[src/rtl/gold_bag_controller.sv]
// Per-bag FSM: latches per-frame collision/eat/support pulses, advances state and Y once per startOfFrame.
// Latency: outputs registered, visible the cycle after startOfFrame; no backpressure, inputs always accepted.
module gold_bag_controller #(
  parameter int INIT_X        = 320,
  parameter int INIT_Y        = 96,
  parameter int FALL_SPEED    = 4,
  parameter int WOBBLE_FRAMES = 30,
  parameter int BREAK_HEIGHT  = 32,
  parameter int FLOOR_Y       = 448,
  parameter int COIN_LIFE     = 150
) (
  input  logic        clk,
  input  logic        resetN,
  input  logic        startOfFrame,
  input  logic        collision_gold_1,
  input  logic        player_eat_gold_1,
  input  logic        gold_1_support,
  output logic [3:0]  gold_1_state,
  output logic [10:0] gold_1_topLeftX,
  output logic [10:0] gold_1_topLeftY,
  output logic        gold_1_visible,
  output logic        gold_1_score
);

  typedef enum logic [3:0] {
    ST_RESTING   = 4'd0,
    ST_FALLING   = 4'd1,
    ST_COINS     = 4'd2,
    ST_WOBBLE    = 4'd3,
    ST_COLLECTED = 4'd4
  } state_t;

  state_t      state_q, state_n;
  logic [10:0] y_q, y_n;
  logic [7:0]  wob_q, wob_n;
  logic [7:0]  fall_q, fall_n;
  logic [7:0]  life_q, life_n;
  logic        hit_q, eat_q, sup_q;
  logic        score_q, score_n;
  logic        vis_q;
  logic        hit, eat, sup;
  logic [11:0] y_step;
  logic [8:0]  fall_sum;

  // A pulse on the SOF cycle itself still belongs to the frame that is ending.
  assign hit = hit_q | collision_gold_1;
  assign eat = eat_q | player_eat_gold_1;
  assign sup = sup_q | gold_1_support;

  assign y_step   = {1'b0, y_q} + 12'(FALL_SPEED);
  assign fall_sum = {1'b0, fall_q} + 9'(FALL_SPEED);

  always_ff @(posedge clk or negedge resetN) begin
    if (!resetN) begin
      state_q <= ST_RESTING;
      y_q     <= 11'(INIT_Y);
      wob_q   <= '0;
      fall_q  <= '0;
      life_q  <= '0;
      hit_q   <= 1'b0;
      eat_q   <= 1'b0;
      sup_q   <= 1'b0;
      score_q <= 1'b0;
      vis_q   <= 1'b1;
    end else begin
      state_q <= state_n;
      y_q     <= y_n;
      wob_q   <= wob_n;
      fall_q  <= fall_n;
      life_q  <= life_n;
      score_q <= score_n;
      vis_q   <= (state_n != ST_COLLECTED);
      if (startOfFrame) begin
        hit_q <= 1'b0;
        eat_q <= 1'b0;
        sup_q <= 1'b0;
      end else begin
        hit_q <= hit;
        eat_q <= eat;
        sup_q <= sup;
      end
    end
  end

  always_comb begin
    state_n = state_q;
    y_n     = y_q;
    wob_n   = wob_q;
    fall_n  = fall_q;
    life_n  = life_q;
    score_n = 1'b0;
    if (startOfFrame) begin
      case (state_q)
        ST_RESTING: begin
          if (!sup) begin
            state_n = ST_WOBBLE;
            wob_n   = '0;
          end
        end
        ST_WOBBLE: begin
          if (sup) begin
            state_n = ST_RESTING;
          end else if (wob_q == 8'(WOBBLE_FRAMES - 1)) begin
            state_n = ST_FALLING;
            fall_n  = '0;
          end else begin
            wob_n = wob_q + 8'd1;
          end
        end
        ST_FALLING: begin
          if (sup || (y_step >= 12'(FLOOR_Y))) begin
            if (!sup || (y_q > 11'(FLOOR_Y))) y_n = 11'(FLOOR_Y);
            if (fall_q >= 8'(BREAK_HEIGHT)) begin
              state_n = ST_COINS;
              life_n  = '0;
            end else begin
              state_n = ST_RESTING;
            end
          end else begin
            y_n    = y_step[10:0];
            fall_n = fall_sum[8] ? 8'hFF : fall_sum[7:0];
          end
        end
        ST_COINS: begin
          if (eat) begin
            state_n = ST_COLLECTED;
            score_n = 1'b1;
          end else if (hit || (life_q == 8'(COIN_LIFE - 1))) begin
            state_n = ST_COLLECTED;
          end else begin
            life_n = life_q + 8'd1;
          end
        end
        ST_COLLECTED: begin
          state_n = ST_COLLECTED;
        end
        default: begin
          state_n = ST_RESTING;
        end
      endcase
    end
  end

  assign gold_1_state    = state_q;
  assign gold_1_topLeftX = 11'(INIT_X);
  assign gold_1_topLeftY = y_q;
  assign gold_1_visible  = vis_q;
  assign gold_1_score    = score_q;

endmodule

[config.mk]
export PLATFORM = sky130hd
export DESIGN_NAME = gold_bag_controller
export DESIGN_NICKNAME = d
export VERILOG_FILES = /design/src/rtl/gold_bag_controller.sv
export SDC_FILE = /design/constraint.sdc
export NUM_CORES = 1
export LEC_CHECK = 0
export ABC_AREA = 1
export CORE_ASPECT_RATIO = 0.75
export CORE_MARGIN = 2
export CORE_UTILIZATION = 40
export CTS_CLUSTER_SIZE = 10
export DETAILED_ROUTE_END_ITERATION = 8
export SYNTH_ARGS = -nofsm -noshare
export SYNTH_HDL_FRONTEND = slang
export SYNTH_SLANG_ARGS = --single-unit
[constraint.sdc]
create_clock -name clk -period 2.34 [get_ports clk]
set_input_delay 0.468 -clock clk [delete_from_list [all_inputs] [get_ports clk]]
set_output_delay 0.468 -clock clk [all_outputs]
set_load 0.05 [all_outputs]
==> Yosys cells after proc, flatten, opt, wreduce, memory -nomap -nowiden <==
Cells that the tools add are included.
{ "totals": {"register_bits": 44, "in_bits": 6, "output_inout_bits": 28} }
{ "op_classes": {"add_sub_neg": 4, "order_cmp": 3, "eq_ne": 17, "n_mux": 31, "n_bitwise": 3, "reduce_logical": 12} }
{ "op_table": {"columns": ["cell", "count"], "rows": [
  ["$mux 8", 11],
  ["$pmux 8 s2", 3],
  ["$mux 4", 7],
  ["$mux 11", 2],
  ["$pmux 4 s5", 1],
  ["$ne 2x2->1 const B", 9],
  ["$add 8x1->8 const B", 2],
  ["$add 11x3->12 const B", 1],
  ["$ge 12x9->1 const B", 1],
  ["$gt 11x9->1 const B", 1],
  ["$reduce_and 5->1", 2],
  ["$add 8x3->9 const B", 1],
  ["$eq 4x2->1 const B", 2],
  ["$eq 8x5->1 const B", 1],
  ["$eq 8x8->1 const B", 1],
  ["$ge 8x6->1 const B", 1],
  ["$mux 1", 6],
  ["$reduce_and 6->1", 1],
  ["$reduce_bool 2->1", 3],
  ["$eq 4x1->1 const B", 1],
  ["$eq 4x3->1 const B", 1],
  ["$logic_not 4->1", 1],
  ["$ne 4x3->1 const B", 1],
  ["$logic_or 1x1->1", 3],
  ["other kinds (5)", 7]
]} }

==> Logic depth before layout (Yosys ltp) <==
{ "logic_depth": {"depth_word": 7, "depth_mapped": 14, "ltp_nobuf": 13} }

==> Worst setup path before layout <==
Ideal clock, no wire load.
{ "synth_path": {"path_type": "register -> register", "from": "register y_q[2] (netlist: gold_1_topLeftY[2])", "to": "register life_q[6]", "setup_ps": 117, "arrival_time_ps": 1950, "t_required_ps": 2223, "path_slack_ps": 273, "stages_incl_launch_ff": 12, "path_buffers": 1, "synth_period_minus_slack_ps": 2067, "cell_sequence": "dfrtp_1 ha_1 nand3_2 xor2_1 nand3_2 nand3_2 nand3_2 nand2_2 nand2_4 buf_12 nand2_4 o21ai_2"} }
{ "synth_between": {"elab_chain_len": 5} }
{ "synth_lines": {"columns": ["element", "line_no", "text"], "rows": [
  ["from (decl)", "34", "logic [10:0] y_q, y_n;"],
  ["from (signal assigned)", "56", "y_q <= 11'(INIT_Y);"],
  ["from (signal assigned)", "67", "y_q <= y_n;"],
  ["$add 11x3->12", "50", "assign y_step = {1'b0, y_q} + 12'(FALL_SPEED);"],
  ["$ge 12x9->1", "111", "if (sup || (y_step >= 12'(FLOOR_Y))) begin"],
  ["$logic_or 1x1->1", "111", null],
  ["$ne 2x2->1 (no source line)", null, null],
  ["$reduce_and 6->1 (no source line)", null, null],
  ["to (signal assigned)", "70", "life_q <= life_n;"],
  ["to (decl)", "37", "logic [7:0] life_q, life_n;"]
]} }
No other way between the ends.
A chain may end at the register's enable or synchronous reset.

==> Worst setup path after layout <==
{ "layout_path": {"from": "register y_q[5] (netlist: gold_1_topLeftY[5])", "to": "output port gold_1_topLeftY[5]"} }
{ "layout_lines": {"columns": ["element", "line_no", "text"], "rows": [
  ["to (decl)", "20", "output logic [10:0] gold_1_topLeftY,"]
]} }
No word-level cell between the ends.

==> out/results.ini <==
[grt]
grt_pass1_wl_mm = 8.576
grt_max_degree = 22
grt_overflow = 0
grt.total_usage = 0.1499
antenna_found_initial = 0
grt_pass1_vias = 1793

[floorplan]
core_area_mm2 = 0.006287
die_w_um = 96.76
initial_utilization = 0.4105
placementRows = 25
pin_count = 34
dieArea_mm2 = 0.007119
die_h_um = 73.57

[yosys]
syn_area_mm2 = 0.002581
ys_ff_latch = 40
yosysTopAreaCell = dfrtp_1
synth.most_common_cell = nand2_1
synth_cell_type_count = 34
synth.top_cell.area_share = 0.3587
avgSynthCellArea_um2 = 7.967
synth_seq_area_share = 0.3892
ys_warn_count = 0
async_flop_share = 1.000
synthTopCellsByCount = nand2_1 (68), dfrtp_1 (37), inv_1 (37)
synth_top_flop_cell = dfrtp_1
syn_inst = 324
synthTopCellsByArea = dfrtp_1 (36%), nand2_1 (9.9%), inv_1 (5.4%)
synth_edf_count = 0

[setup_path]
crit_fanout = 5
crit_path_end_kind = primary output
crit_family = buffers and inverters
r2r_cells = 10
critPathBufInv = 1
reg2reg_setup_slack_ps = 340
path_class = reg2out
arrival_ps = 1690
cp_slowest_stage_delay_ps = 820
r2r-end = fall_q[5]
crit_slowest_cell = clkdlybuf4s50_1
worst_r2r_startpoint = gold_1_topLeftY[2]
critPathLaunchType = flip-flop
path_cells = clkdlybuf4s50_1
critPathRequiredTime_ps = 1870

[sta]
fmax_mhz = 463.0
maxSlewViolCount = 0
finalSetupTns_ps = 0
skew_ps = 5.288
tightest_slew_ps = 500.6
relSlewSlack = 0.6652
layout_min_cycle_time_ps = 2160
setup_viol = 0
hold_viol_final = 0
rsz0062_at_grt = no
period_share = 0.9230

[clock_tree]
cts_resized = 0
cts_setup_buffers = 0
cts.sink_count = 40
cts-hold-fix-buffers = 0
cts_tree = done
cts_buffers = 5
cts_buffer_depth = 2
clk_pin_slew_ps = 70
cts_max_level = 2
worstSkewPairLatency_ps = 280
root_buffer = clkbuf_8

[placement]
gp_congestion = 0.8264
placed_cell_area_mm2 = 0.002829
io_buffers = 20
hpwlAfterDp_mm = 3.713

[finish]
area_delta_synth_final_pct = 13.09
layout-drive-gt1-share = 0.1681
finish.utilization = 0.4643
antenna_cells = 0
stdcell_area_mm2 = 0.002919
multiInputGateArea_mm2 = 0.001309
fin_nets = 364
fill_cells = 610
seq_area_mm2 = 0.001005

[power_and_ir_drop]
p_per_area_mw_per_mm2 = 791.4
p_leak_nw = 1.394
ir_drop_v = 0.0003105

[status]
outcome = complete, no violations

[drt]
post_drt_wl_per_cell_um = 11.10
drtIter0Drc = 95
route.vias.total = 1977
routed_wl_mm = 4.796
via_per_inst = 4.576
ant_nets = 0
drc_errors = 0
drt_first_pass_iters = 4

[min_path]
min_path_type = in2async

[job]
max-cap-violations = 0

==> layout by cell type (no fill, tap or decap), types with 2 or more instances in the layout <==
master,count
nand3b_1,2
dfstp_2,3
clkdlybuf4s50_1,19
clkbuf_1,2
buf_4,3
xnor2_1,5
o21ai_1,8
nor2_2,4
dfrtp_1,37
inv_1,37
nand3_1,14
nand3_2,7
o21ai_2,9
a21oi_1,9
nor2_1,28
nor3_4,2
conb_1,13
nor3_1,4
o21ai_0,9
o31ai_1,4
xor2_1,10
clkbuf_8,6
nand4_1,10
inv_2,10
nand2_4,3
or2_2,6
nand2_1,68
ha_1,8
nand2_2,3
o22ai_1,2
==> where the power goes <==
part	leakage [nW]	internal, mW	switching, mW	total (mW)
combinational	0.830	0.287	0.627	0.914
sequential	0.518	0.800	0.127	0.928
clock	0.0455	0.241	0.228	0.468
total	1.39	1.33	0.982	2.31
==> state kept, by name (all words and copies together) (netlist names) <==
register,count
gold_1_visible,1
hit_q,1
life_q,8
sup_q,1
wob_q,8
gold_1_state,4
gold_1_score,1
fall_q,6
gold_1_topLeftY,9
eat_q,1
==> worst max-delay path by stage <==
stage                                    end  cells past startpoint          startpoint
after floorplan                    life_q[6]                     11  gold_1_topLeftY[2]
after global placement             fall_q[5]                      9      gold_1_support
after detailed placement           fall_q[5]                      9      gold_1_support
after CTS                 gold_1_topLeftY[5]                      1  gold_1_topLeftY[5]
after global routing               fall_q[4]                     10  gold_1_topLeftY[2]
final                     gold_1_topLeftY[5]                      1  gold_1_topLeftY[5]
==> layer usage <==
layer | routed length [um] | vias to the layer above | global-route usage
li1 | - | 1061 | -
met1 | 2680 | 885 | 0.2295
met2 | 1940 | 27 | 0.2153
met3 | 151 | 4 | 0.03425
met4 | 23 | 0 | 0.03286
met5 | 0 | - | 0
==> cell families (layout without fill, tap and decap cells) <==
logic type,Yosys count,in the layout,synth area share
AOI/OAI and AO/OA,42,42,0.1003
DFF,40,40,0.3892
buffers and inverters,63,79,0.1197
other,2,13,0.002909
and+or+nand+nor,154,154,0.2981
adders and majority gates,8,8,0.03878
xor gates and xnor gates,15,15,0.05089
==> through the flow <==
step	std cells	total power [mW]	hold WS, ps	setup slack [ps]
2_1_floorplan	335	1.639	172.4	272.8
3_3_place_gp	424	1.844	469.7	271.8
3_5_place_dp	424	1.855	476.7	231.1
4_1_cts	432	2.336	161.2	161.8
5_1_grt	432	2.495	171.8	84.42
6_report	432	2.310	144.0	180.2
==> final cells by class <==
| cell class | instances | share of cell area |
|---|---|---|
| clock buffers | 8 | 0.03086 |
| inverters | 47 | 0.06044 |
| multi-input cells | 232 | 0.4484 |
| flip-flops and latches | 40 | 0.3442 |
| well taps | 81 | 0.03472 |
| repair buffers | 24 | 0.08144 |
Note: power is estimated with default switching activity, not from simulation.
